### src/rtl/missile_hit_detect.sv
// missile_hit_detect: per-frame missile vs. alien-grid collision scan with alive mask and score.
//   Once per synchronised frame_clk rising edge, walks the N_ROWS x N_COLS grid one alien per
//   clock, kills the lowest-index live alien overlapping the missile box and raises Collision
//   until the next frame tick.
//   Optional feature: define ALIEN_RESPAWN_EN to restore a full wave on the first tick after
//   the last alien dies (that tick performs no scan).
// Ports:
//   Clk, Reset_n           system clock, asynchronous active-low reset
//   frame_clk              asynchronous frame clock, synchronised and edge-detected here
//   MissileX/Y, SX/SY      missile box top-left and size (px)
//   MissileLive            1 = missile in flight, 0 = parked (never hits)
//   GridX, GridY           top-left of alien (0,0)
//   Collision              hit flag, held until the next frame tick
//   AliveMask              1 = alien alive, index = row*N_COLS+col
//   HitIndex               index of the last alien killed
//   Score                  running score, saturating at 16'hFFFF
//   AllDead                AliveMask == 0
module missile_hit_detect #(
    parameter int N_ROWS  = 3,
    parameter int N_COLS  = 8,
    parameter int ALIEN_W = 24,
    parameter int ALIEN_H = 16,
    parameter int PITCH_X = 32,
    parameter int PITCH_Y = 24,
    parameter int POINTS  = 10,
    localparam int N      = N_ROWS * N_COLS
) (
    input  logic         Clk,
    input  logic         Reset_n,
    input  logic         frame_clk,
    input  logic [9:0]   MissileX,
    input  logic [9:0]   MissileY,
    input  logic [9:0]   MissileSX,
    input  logic [9:0]   MissileSY,
    input  logic         MissileLive,
    input  logic [9:0]   GridX,
    input  logic [9:0]   GridY,
    output logic         Collision,
    output logic [N-1:0] AliveMask,
    output logic [4:0]   HitIndex,
    output logic [15:0]  Score,
    output logic         AllDead
);
    typedef enum logic [1:0] {IDLE, SCAN, KILL} state_t;
    state_t state, state_nxt;
    logic [2:0] fsync;
    logic tick, respawn, clear, start, renew, step, kill, hit, last;
    logic [9:0] mx, my, msx, msy, gx, gy;
    logic [4:0] idx, row, col;
    logic [10:0] ax, ay;
    logic [15:0] score_q;
    logic [16:0] score_sum;

    // fsync[1:0] is the two-flop synchroniser, fsync[2] the previous value for edge detect
    always_ff @(posedge Clk or negedge Reset_n)
        if (!Reset_n) fsync <= '0;
        else fsync <= {fsync[1:0], frame_clk};
    assign tick = fsync[1] & ~fsync[2];

    assign AllDead = ~|AliveMask;
`ifdef ALIEN_RESPAWN_EN
    assign respawn = AllDead;
`else
    assign respawn = 1'b0;
`endif

    // Box math is 11-bit so far-right/bottom aliens do not wrap at 1023
    assign row = idx / 5'(N_COLS);
    assign col = idx % 5'(N_COLS);
    assign ax = 11'(gx) + 11'(col) * 11'(PITCH_X);
    assign ay = 11'(gy) + 11'(row) * 11'(PITCH_Y);
    assign hit = AliveMask[idx] && (11'(mx) < ax + 11'(ALIEN_W)) && (11'(mx) + 11'(msx) > ax)
              && (11'(my) < ay + 11'(ALIEN_H)) && (11'(my) + 11'(msy) > ay);
    assign last = idx == 5'(N - 1);
    assign score_sum = {1'b0, score_q} + 17'(POINTS);
    assign Score = score_q;

    always_ff @(posedge Clk or negedge Reset_n)
        if (!Reset_n) state <= IDLE;
        else state <= state_nxt;

    always_comb begin
        state_nxt = state;
        case (state)
            IDLE:    state_nxt = start ? SCAN : IDLE;
            SCAN:    state_nxt = hit ? KILL : (last ? IDLE : SCAN);
            KILL:    state_nxt = IDLE;
            default: state_nxt = IDLE;
        endcase
    end

    always_comb begin
        clear = (state == IDLE) && tick;
        start = clear && MissileLive && !respawn;
        renew = clear && respawn;
        step  = (state == SCAN) && !hit && !last;
        kill  = state == KILL;
    end

    always_ff @(posedge Clk or negedge Reset_n)
        if (!Reset_n) begin
            Collision <= 1'b0;
            AliveMask <= '1;
            HitIndex  <= '0;
            score_q   <= '0;
            idx       <= '0;
            mx        <= '0;
            my        <= '0;
            msx       <= '0;
            msy       <= '0;
            gx        <= '0;
            gy        <= '0;
        end else begin
            if (clear) Collision <= 1'b0;
            if (renew) AliveMask <= '1;
            if (start) begin
                idx <= '0;
                mx  <= MissileX;
                my  <= MissileY;
                msx <= MissileSX;
                msy <= MissileSY;
                gx  <= GridX;
                gy  <= GridY;
            end
            if (step) idx <= idx + 5'd1;
            if (kill) begin
                AliveMask[idx] <= 1'b0;
                HitIndex       <= idx;
                Collision      <= 1'b1;
                score_q        <= score_sum[16] ? 16'hFFFF : score_sum[15:0];
            end
        end
endmodule
### config.mk
export PLATFORM = sky130hd
export DESIGN_NAME = missile_hit_detect
export DESIGN_NICKNAME = d
export VERILOG_FILES = /design/src/rtl/missile_hit_detect.sv
export SDC_FILE = /design/constraint.sdc
export NUM_CORES = 1
export LEC_CHECK = 0
export BUFFER_PORTS_ARGS = -buffer_cell sky130_fd_sc_hd__clkbuf_2
export CORE_MARGIN = 8
export CORE_UTILIZATION = 59
export CTS_BUF_LIST = sky130_fd_sc_hd__clkbuf_8
export DETAILED_ROUTE_END_ITERATION = 10
export GPL_TIMING_DRIVEN = 0
export PLACE_DENSITY = 0.8
export SYNTH_ARGS = -nofsm -noshare
export SYNTH_HDL_FRONTEND = slang
export SYNTH_SLANG_ARGS = --single-unit
### constraint.sdc
create_clock -name Clk -period 6.05 [get_ports Clk]
set_clock_uncertainty 0.15 [all_clocks]
set_input_delay 0.3025 -clock Clk [delete_from_list [all_inputs] [get_ports Clk]]
set_output_delay 0.3025 -clock Clk [all_outputs]
set_load 0.02 [all_outputs]
==> run summary, run 1 <==
DRT Wirelength: 18200 um
Async SR Flop Fraction: 1.00
Syn Nets: 892
GRT Total Usage: 0.241
Hold Path Class: reg2reg
Routability congestion estimate: 0.910
Starting DRC count in detailed routing: 385
Inst Count DP: 1003
Global-route wire length before repair: 30800 um
Pleak: 0.00453 uW
CTS clk-pin slew, worst paths: 0.07 ns
Combinational Power Share: 0.572
RSZ-0062 raised after global routing: false
Cts hold-fix bufs: 62
YS warnings: 0
Layout cells sized above 1: 0.186
Critical Path RT: 6.25 ns
Vias/cell: 5.56
CP max FO: 10
Peak Freq: 203 MHz
Util after Layout: 0.748
Switch share: 0.426
Final min period: 4.94 ns
Drt drc: 0
Reg power frac: 0.254
I/O pins: 111
Vias: 6110
TritonCTS buffer count: 17
Critical Path Max Stage Delay: 0.54 ns
Worst Path Arrival: 5.14 ns
Number of flops mapped to enable cells by yosys: 0
Worst-margin pin slew: 0.901 ns
Placement row count: 40
Placeable Area: 0.0118 mm^2
Area taken by multi-input logic gates: 0.00386 mm^2
Setup violators final: 0
Fillers: 814
Post-Synthesis Cells: 746
Worst skew pair latency: 0.44 ns
Initial Util: 0.594
First drt pass iteration count: 5
Worst path slowest cell: dfrtp_1
Area Growth Syn to Fin: 25.8%
Psw: 1970 uW
HPWL Detailed: 12900 um
TritonCTS clock tree: done
Syn Area/Cell: 9.41 um^2
Pin count of the biggest net entering global routing: 117
Die width: 125 um
Reg2Reg Setup Slack: 1.11 ns
CP Class: reg2reg
Setup TNS: 0 ns
DIE HEIGHT: 125 um
Die area: 0.0156 mm^2
Cell Int Power: 2660 uW
CTS Sinks: 116
Pre-CTS setup slack: 1.19 ns
Total Power: 4630 uW
Total grt overflow: 0
Post-CTS Resized: 0
DRT antenna net count: 0
Reg area: 0.00293 mm^2
H-tree level count: 4
Number of global-route vias before repair: 6450
Routed wire length per instance: 16.6 um
Power per Cell Area: 525 mW/mm^2
Hold violation count in the final report: 0
#FFs+latches synth: 116
Final nets: 1083
Register area share after synthesis: 0.418
Primary FF master, synth: dfrtp_1
Crit path launch type: flop
Initial antenna violation count: 2
Mapped Area: 0.00702 mm^2
Outcome: finished, final reports clean
Final worst slack: 1.11 ns
Clock power share: 0.174
Slew headroom: 0.399
Cell variety after synth: 63
Max VDD drop: 0.336 mV
Fin crit share: 0.816
Max cap viols: 0
CP endpoint kind: flop
CTS max path bufs: 2
Port buffer count: 110
Post-CTS setup buffers: 0
Post-Layout Cell Count: 1099
Slew Viols, Final: 0
Clock root buffer master: clkbuf_8
Worst path cell trace: inv_1, ha_1, inv_1, fa_1, xor2_1, inv_1, ha_1, xnor2_1, ha_1, a21oi_1, and3_1, o21ai_0, a221o_1, o311a_1, or4b_1, buf_2, a31o_4, o221ai_2
[synthesized netlist by cell type, types with 2 or more instances]
library cell  instances  area share
a22oi_1               2      0.0021
o21ai_0              31       0.022
mux2i_1               2      0.0029
o2111ai_1             2      0.0025
a31oi_1               4      0.0036
inv_1                36       0.019
buf_2                 3      0.0021
nor4_1                7      0.0062
fa_1                  4       0.011
nand3_1              17       0.012
clkbuf_1              9      0.0048
nand4_1               9      0.0080
dfrtp_1              92        0.33
mux2_2                2      0.0032
and2b_2               2      0.0025
a221o_1               2      0.0029
a21oi_1              26       0.019
o211ai_1              7      0.0075
nor2b_1               6      0.0053
o41ai_1               2      0.0025
xnor2_1              21       0.026
nor3_1                6      0.0043
dfstp_2              24       0.090
buf_1                 6      0.0032
o21ai_1               2      0.0014
nand2b_1              8      0.0071
o21a_1               30       0.032
and3_1                9      0.0080
mux4_1                5       0.019
a211oi_1              3      0.0032
nand3b_1              3      0.0032
xor2_1               15       0.019
nor2_1               21       0.011
and4_1                2      0.0025
and2_1                2      0.0018
ha_1                 78        0.14
a21o_1               11       0.012
nand2_1             205        0.11
o21bai_1              5      0.0053
a21boi_0              2      0.0021
[flip-flops by register name, indices dropped and copies added (netlist names)]
signal	cells
AliveMask	24
Collision	1
HitIndex	5
Score	16
fsync	3
gx	10
gy	10
idx	5
msx	10
msy	10
mx	10
my	10
state	2
[placed cells by master (no fill, tap or decap), drive strengths merged, types with 3 or more instances in the layout]
cell           n
a21oi         27
a211oi         3
dfstp         24
inv           41
clkinv         4
ha            78
bufinv         5
nand2        205
fa             4
nand2b         8
mux4           6
buf           10
nand3b         3
a21o          11
nor4           7
nor2          21
and3           9
nor3           6
nand3         17
xor2          16
xnor2         21
nor2b          6
a31oi          4
o211ai         7
clkbuf       137
nand4          9
o21ai         33
dfrtp         92
o21bai         5
o21a          30
dlygate4sd3   62
[power by group through the flow]
stage	combinational [uW]	clock, uW	sequential (uW)
global placement	2390	0	1170
global route	2980	845	1200
detailed placement	2530	0	1180
CTS	2610	816	1170
floorplan	1980	0	1120
finish	2650	804	1180
[cells by family (layout without fill, tap and decap cells)]
group,after synthesis,count (layout),synth area share
mux,10,10,0.0280
buf+inv,57,261,0.0321
flops,116,116,0.418
simple gates,302,302,0.188
compound gates,141,141,0.135
xor+xnor,37,37,0.0472
fa+ha+maj,83,83,0.152
other cells,0,2,0
[cell type report]
type                    instances  share of cell area
multi-input cells             573               0.437
flip-flops and latches        116               0.332
diodes                          2            0.000567
plain buffers                  19             0.00935
clock buffers                  18              0.0281
clock inverters                14              0.0221
well taps                     147              0.0208
inverters                      38              0.0162
repair buffers                172               0.134
[critical path, delay by kind of cell, from the launching register on]
kind | cells | cell delay [ns]
xor gates and xnor gates | 2 | 0.38
DFF | 1 | 0.54
and+or+nand+nor | 2 | 0.71
adders and majority gates | 4 | 1.37
AOI/OAI and AO/OA | 6 | 1.17
buffers and inverters | 4 | 0.54
[worst paths after layout]
kind	startpoint	end	cells after the start
hold reg to reg	fsync[0]	fsync[1]	0
setup reg to reg	idx[3]	idx[3]	18
hold / removal	fsync[0]	fsync[1]	0
max in group asynchronous	Reset_n	msy[7]	2
min in group asynchronous	Reset_n	mx[0]	2
setup / recovery	idx[3]	idx[3]	18
[through the flow]
step | hold slack (ns) | cell area [um^2]
6_report | 0.209 | 8830
3_5_place_dp | 0.195 | 7760
4_1_cts | 0.211 | 8820
2_1_floorplan | -0.143 | 7020
5_1_grt | 0.220 | 8830
3_3_place_gp | 0.187 | 7750
[metal layers]
metal	share of wire	routed length [um]	track usage
met5	0	0	0
met2	0.50	9170	0.420
met3	0.040	722	0.0540
met4	0.027	488	0.108
met1	0.43	7840	0.278
(Power assumes the default switching activity.)
==> inputs of run 2 (changes only) <==
--- a/config.mk
+++ b/config.mk
@@ -7,11 +7,11 @@
 export LEC_CHECK = 0
 export BUFFER_PORTS_ARGS = -buffer_cell sky130_fd_sc_hd__clkbuf_2
 export CORE_MARGIN = 8
-export CORE_UTILIZATION = 59
+export CORE_UTILIZATION = 53
 export CTS_BUF_LIST = sky130_fd_sc_hd__clkbuf_8
 export DETAILED_ROUTE_END_ITERATION = 10
 export GPL_TIMING_DRIVEN = 0
-export PLACE_DENSITY = 0.8
+export PLACE_DENSITY = 0.75
 export SYNTH_ARGS = -nofsm -noshare
 export SYNTH_HDL_FRONTEND = slang
 export SYNTH_SLANG_ARGS = --single-unit
==> constraint.sdc (replaced) <==
create_clock -name Clk -period 4.5 [get_ports Clk]
set_clock_uncertainty 0.15 [all_clocks]
set_input_delay 0.225 -clock Clk [delete_from_list [all_inputs] [get_ports Clk]]
set_output_delay 0.225 -clock Clk [all_outputs]
set_load 0.02 [all_outputs]
==> run 2 against run 1 <==
Critical path depth down 1. Critical endpoint unchanged. Combinational power up 41%. Final area up 3.3%. Critical path type unchanged. Die area up 9.8%. Cell count up 3.7%. Global-route usage down 1.8 points. Worst hold slack worse by 0.15 ns. Via count down 2.2%.
==> run summary, run 2 (synthesis results as in run 1) <==
Initial antenna violation count: 1 (-1)
Setup violators final: 0 (unchanged)
TritonCTS buffer count: 17 (unchanged)
Crit path launch type: flop
Vias: 5975 (-2.2%)
Inst Count DP: 1033 (+3.0%)
CTS Sinks: 116 (unchanged)
Reg area: 0.00294 mm^2 (about the same)
Routability congestion estimate: 0.894 (-1.7%)
Largest Register: AliveMask
CTS clk-pin slew, worst paths: 0.07 ns (about the same)
Starting DRC count in detailed routing: 364 (-5.5%)
Post-Layout Cell Count: 1140 (+3.7%)
Routed wire length per instance: 15.7 um (-5.2%)
Layout cells sized above 1: 0.227 (+0.0411)
Number of global-route vias before repair: 6309 (-2.2%)
CTS max path bufs: 2 (unchanged)
I/O pins: 111 (unchanged)
Worst r2r src: idx[4]
R2R cell count: 17 (-1)
Vias/cell: 5.24 (-5.7%)
Die width: 131 um (+4.8%)
Worst Path Arrival: 4.56 ns (-0.58 ns)
Placeable Area: 0.0131 mm^2 (+11%)
Peak Freq: 230 MHz (+13%)
Pin count of the biggest net entering global routing: 92 (-21%)
DIE HEIGHT: 131 um (+4.8%)
Fin crit share: 0.967 (+0.151)
Placement row count: 42 (+5.0%)
Pre-CTS setup slack: -0.267 ns (-1.46 ns)
TritonCTS clock tree: done
Critical Path RT: 4.71 ns (-1.54 ns)
Die area: 0.0172 mm^2 (+9.8%)
Reg2Reg Setup Slack: 0.15 ns (-0.96 ns)
Power per Cell Area: 702 mW/mm^2 (+34%)
GRT Total Usage: 0.223 (-0.0176)
DRT Wirelength: 17900 um (-1.7%)
HPWL Detailed: 12500 um (-3.5%)
Pleak: 0.00462 uW (+2.1%)
Worst-margin pin slew: 0.673 ns (-0.229 ns)
Post-DP Area: 0.00783 mm^2 (+0.82%)
Global-route wire length before repair: 29700 um (-3.7%)
CP endpoint kind: flop
Area Growth Syn to Fin: 30.0%
Clock root buffer master: clkbuf_8
CP max FO: 6 (-4)
Max reg flops: 24 (unchanged)
Setup TNS: 0 ns (unchanged)
Final nets: 1096 (+1.2%)
Commonest non-fill, non-tap cells in the layout: nand2_1 (205), clkbuf_2 (109), dfrtp_1 (90), ha_1 (72), dlygate4sd3_1 (62)
FF-to-FF End: idx[3]
H-tree level count: 4 (unchanged)
Final worst slack: 0.149 ns (-0.965 ns)
Max cap viols: 0 (unchanged)
Util after Layout: 0.697 (-0.0503)
CP Class: reg2reg
Final instance area: 0.00912 mm^2 (+3.3%)
DRT antenna net count: 0 (unchanged)
Fillers: 1003 (+23%)
First drt pass iteration count: 4 (-1)
Slew Viols, Final: 0 (unchanged)
Leading cell type in the layout, fill and taps excluded: nand2_1
Hold violation count in the final report: 0 (unchanged)
Hold Path Class: in2async
Port buffer count: 110 (unchanged)
Slew headroom: 0.548 (+0.149)
Worst skew pair latency: 0.45 ns (about the same)
Final min period: 4.35 ns (-0.585 ns)
Initial Util: 0.536 (-0.0578)
Max VDD drop: 0.456 mV (+36%)
Outcome: finished, final reports clean
Total grt overflow: 0 (unchanged)
Area taken by multi-input logic gates: 0.00398 mm^2 (+3.2%)
Drt drc: 0 (unchanged)
[run 2: changes by cell type in the layout (fill, tap and decap cells not counted), sizes merged]
cell,change
buf,+13
bufinv,-1
clkbuf,+4
clkinvlp,-2
diode,-1
inv,-1
[run 2: worst max-delay path by stage]
stage                       from      to  cells after the start
final                     idx[4]  idx[3]                     17
after global routing      idx[4]  idx[3]                     18
after CTS                 idx[4]  idx[3]                     18
after detailed placement  idx[3]  idx[3]                     18
after global placement    idx[3]  idx[3]                     17
after floorplan           idx[3]  idx[3]                     17
[run 2: cell type report]
type,instances,share of cell area
multi-input combinational,573,0.437
sequential,116,0.322
timing repair buffer,185,0.142
clock buffer,22,0.0332
tap,176,0.0241
clock inverter,10,0.0166
inverter,38,0.0159
buffer,19,0.00933
antenna,1,0.000274
[run 2: what timing repair did]
| item | CTS | global route |
|---|---|---|
| setup endpoints to repair | 6 | 7 |
| hold buffers | 62 | 0 |
| pin swaps | 2 | 10 |
| endpoints found under the hold margin | 153 | 0 |
| buffers inserted | 4 | 8 |
| resized for setup | 8 | 24 |
[run 2: worst max-delay path: stages (launching register included)]
cell and delay, ns:
dfrtp_2 0.42, inv_2 0.09, ha_4 0.27, inv_1 0.05, fa_2 0.37, nand2b_1 0.17
a21oi_2 0.20, xor2_2 0.21, nand3_2 0.11, xnor2_1 0.20, ha_1 0.26, a21o_1 0.16
a221o_1 0.34, o311a_1 0.13, or4b_1 0.54, buf_4 0.18, a31o_4 0.24, o221ai_2 0.17
[run 2: per-stage QoR]
stage	power [uW]	hold WS (ns)
2_1_floorplan	4170	-0.221
3_3_place_gp	4840	0.184
3_5_place_dp	4950	-0.0300
4_1_cts	6220	0.0408
5_1_grt	7060	0.0521
6_report	6410	0.0565
[run 2: layer usage]
layer,up-vias,share of wire,GRT usage,wire [um]
met5,-,0,0,0
met4,0,0.028,0.103,510
met3,36,0.045,0.0514,803
met2,129,0.49,0.372,8820
met1,2826,0.43,0.270,7780
li1,2984,-,-,-
[run 2: power breakdown]
group / total (uW) / internal (uW) / switching (uW) / leakage [uW]
clock: 1100 / 672 / 430 / 0.000242
combinational: 3740 / 1730 / 2010 / 0.00296
sequential: 1570 / 1320 / 248 / 0.00142
==> inputs of run 3 (changes only) <==
--- a/config.mk
+++ b/config.mk
@@ -12,6 +12,7 @@
 export DETAILED_ROUTE_END_ITERATION = 10
 export GPL_TIMING_DRIVEN = 0
 export PLACE_DENSITY = 0.75
+export SETUP_SLACK_MARGIN = 0.2
 export SYNTH_ARGS = -nofsm -noshare
 export SYNTH_HDL_FRONTEND = slang
 export SYNTH_SLANG_ARGS = --single-unit
==> run 3 against run 2 <==
Setup slack barely moved. Global-route usage increased by 0.42 points. Via count up 3.1%. Clock power decreased by 7%. Critical path depth unchanged. Largest cell class unchanged.
==> run summary, run 3 (synthesis results as in run 1) <==
Outcome: finished, final reports clean
Drt drc: 0 (unchanged)
Placeable Area: 0.0131 mm^2 (unchanged)
Setup violators final: 0 (unchanged)
Critical Path Source: idx[3]
Worst Path Arrival: 4.57 ns (about the same)
DRT antenna net count: 0 (unchanged)
Slew Viols, Final: 0 (unchanged)
Crit path launch type: flop
Final min period: 4.35 ns (-0.000136 ns)
Global-route wire length before repair: 30200 um (+1.9%)
First drt pass iteration count: 5 (+1)
HPWL Detailed: 12300 um (-1.4%)
CP Buf/Inv Count: 3 (unchanged)
Leading cell type in the layout, fill and taps excluded: nand2_1
CTS Sinks: 116 (unchanged)
Clock root buffer master: clkbuf_8
Critical path endpoint: idx[3]
Starting DRC count in detailed routing: 344 (-5.5%)
Worst path slowest cell: or4b_4
GRT Total Usage: 0.227 (+0.00418)
Worst-margin pin slew: 0.625 ns (-0.0474 ns)
Routability congestion estimate: 0.909 (+1.7%)
CTS clk-pin slew, worst paths: 0.07 ns (about the same)
R2R cell count: 17 (unchanged)
Commonest non-fill, non-tap cells in the layout: nand2_1 (205), clkbuf_2 (109), dfrtp_1 (90), ha_1 (69), dlygate4sd3_1 (62)
Vias/cell: 5.38 (+2.6%)
Routed wire length per instance: 16.2 um (+2.9%)
CTS max path bufs: 2 (unchanged)
Max cap viols: 0 (unchanged)
Fin crit share: 0.967 (about the same)
Slew headroom: 0.580 (+0.0318)
I/O pins: 111 (unchanged)
Max reg flops: 24 (unchanged)
Peak Freq: 230 MHz (about the same)
DIE HEIGHT: 131 um (unchanged)
Hold violation count in the final report: 0 (unchanged)
Worst r2r src: idx[3]
WP depth: 17 (unchanged)
Critical Path RT: 4.72 ns (about the same)
Die width: 131 um (unchanged)
CP endpoint kind: flop
RSZ-0062 raised after global routing: true
Largest Register: AliveMask
Total grt overflow: 0 (unchanged)
Worst path cell trace: clkinvlp_4, ha_4, inv_2, fa_2, nand2b_4, a21oi_4, xor2_2, nand3_2, xnor2_2, ha_1, a21o_1, a221o_1, o311a_1, or4b_4, buf_6, a31o_4, o221ai_2
Pin count of the biggest net entering global routing: 117 (+27%)
Worst skew pair latency: 0.45 ns (about the same)
Reg2Reg Setup Slack: 0.15 ns (about the same)
H-tree level count: 4 (unchanged)
Critical Path Max Stage Delay: 0.49 ns (-0.05 ns)
Initial antenna violation count: 1 (unchanged)
Inst Count DP: 1033 (unchanged)
CP max FO: 5 (-1)
Hold Path Class: in2async
Area Growth Syn to Fin: 31.7%
DRT Wirelength: 18500 um (+3.4%)
Initial Util: 0.536 (unchanged)
Post-Layout Cell Count: 1146 (+0.53%)
Vias: 6161 (+3.1%)
TritonCTS buffer count: 17 (unchanged)
Cell family with most CP delay: compound AO/OA/AOI/OAI gates
CP Class: reg2reg
Max VDD drop: 0.452 mV (-0.82%)
Power per Cell Area: 707 mW/mm^2 (+0.60%)
Layout cells sized above 1: 0.252 (+0.0244)
FF-to-FF End: idx[3]
Final nets: 1102 (+0.55%)
TritonCTS clock tree: done
Hold WS: 0.230 ns (+0.174 ns)
Port buffer count: 110 (unchanged)
Die area: 0.0172 mm^2 (unchanged)
Pleak: 0.00462 uW (-0.16%)
Placement row count: 42 (unchanged)
Number of global-route vias before repair: 6429 (+1.9%)
[run 3: cell types whose count changed in the layout (fill, tap and decap cells not counted), sizes merged]
cell      delta
bufinv       -1
buf          +6
clkinvlp     +6
inv          -1
clkbuf       -5
clkinv       +1
[run 3: report_power, final]
| part | leakage (uW) | total [uW] | internal (uW) | switching (uW) |
|---|---|---|---|---|
| sequential | 0.00142 | 1570 | 1320 | 255 |
| combinational | 0.00300 | 3940 | 1840 | 2100 |
| clock | 0.000195 | 1020 | 550 | 468 |
| total | 0.00462 | 6530 | 3710 | 2820 |
[run 3: metrics by stage]
| step | area, um^2 | power [uW] | setup WS, ns | setup TNS [ns] | util |
|---|---|---|---|---|---|
| floorplan | 7020 | 4170 | 0.239 | 0 | - |
| CTS | 9050 | 6220 | 0.209 | 0 | 0.692 |
| detailed placement | 7830 | 4920 | -0.201 | -0.861 | 0.598 |
| global route | 9240 | 7170 | -0.000111 | -0.000111 | 0.706 |
| global placement | 7790 | 4840 | -0.229 | -0.961 | 0.595 |
| finish | 9240 | 6530 | 0.149 | 0 | 0.706 |
[run 3: cell type report]
cell class	count	area [um^2]
Antenna cell	1	2.50
Buffer	19	88.8
Clock buffer	17	234
Clock inverter	15	181
Fill cell	963	3840
Inverter	38	146
Multi-Input combinational cell	573	4090
Sequential cell	116	2940
Tap cell	176	220
Timing Repair Buffer	191	1340
[run 3: routing by layer]
metal  global-route usage  routed length [um]  up-vias
met3               0.0599                 756       33
met2                0.391                9440      137
met1                0.266                7980     2982
met4               0.0898                 344        0
li1                     -                   -     3009
met5                    0                   0        -
[run 3: worst min path at each step]
stage	to	slack [ns]
final	mx[0]	0.23
after global placement	fsync[0]	0.19
after global routing	mx[0]	0.25
after CTS	fsync[1]	0.24
after floorplan	Collision	-0.22
after detailed placement	fsync[0]	0.19
[run 3: what timing repair did]
item,in CTS,in global routing
gates resized for setup,22,30
pin swaps,17,25
endpoints found under the setup margin,7,7
endpoints found under the hold margin,153,0
setup buffers,11,7
hold buffers,62,0
[run 3: worst min-delay path, stage by stage]
cell and delay, ns:
dlygate4sd3_1 0.54, clkbuf_8 0.14, buf_16 0.38
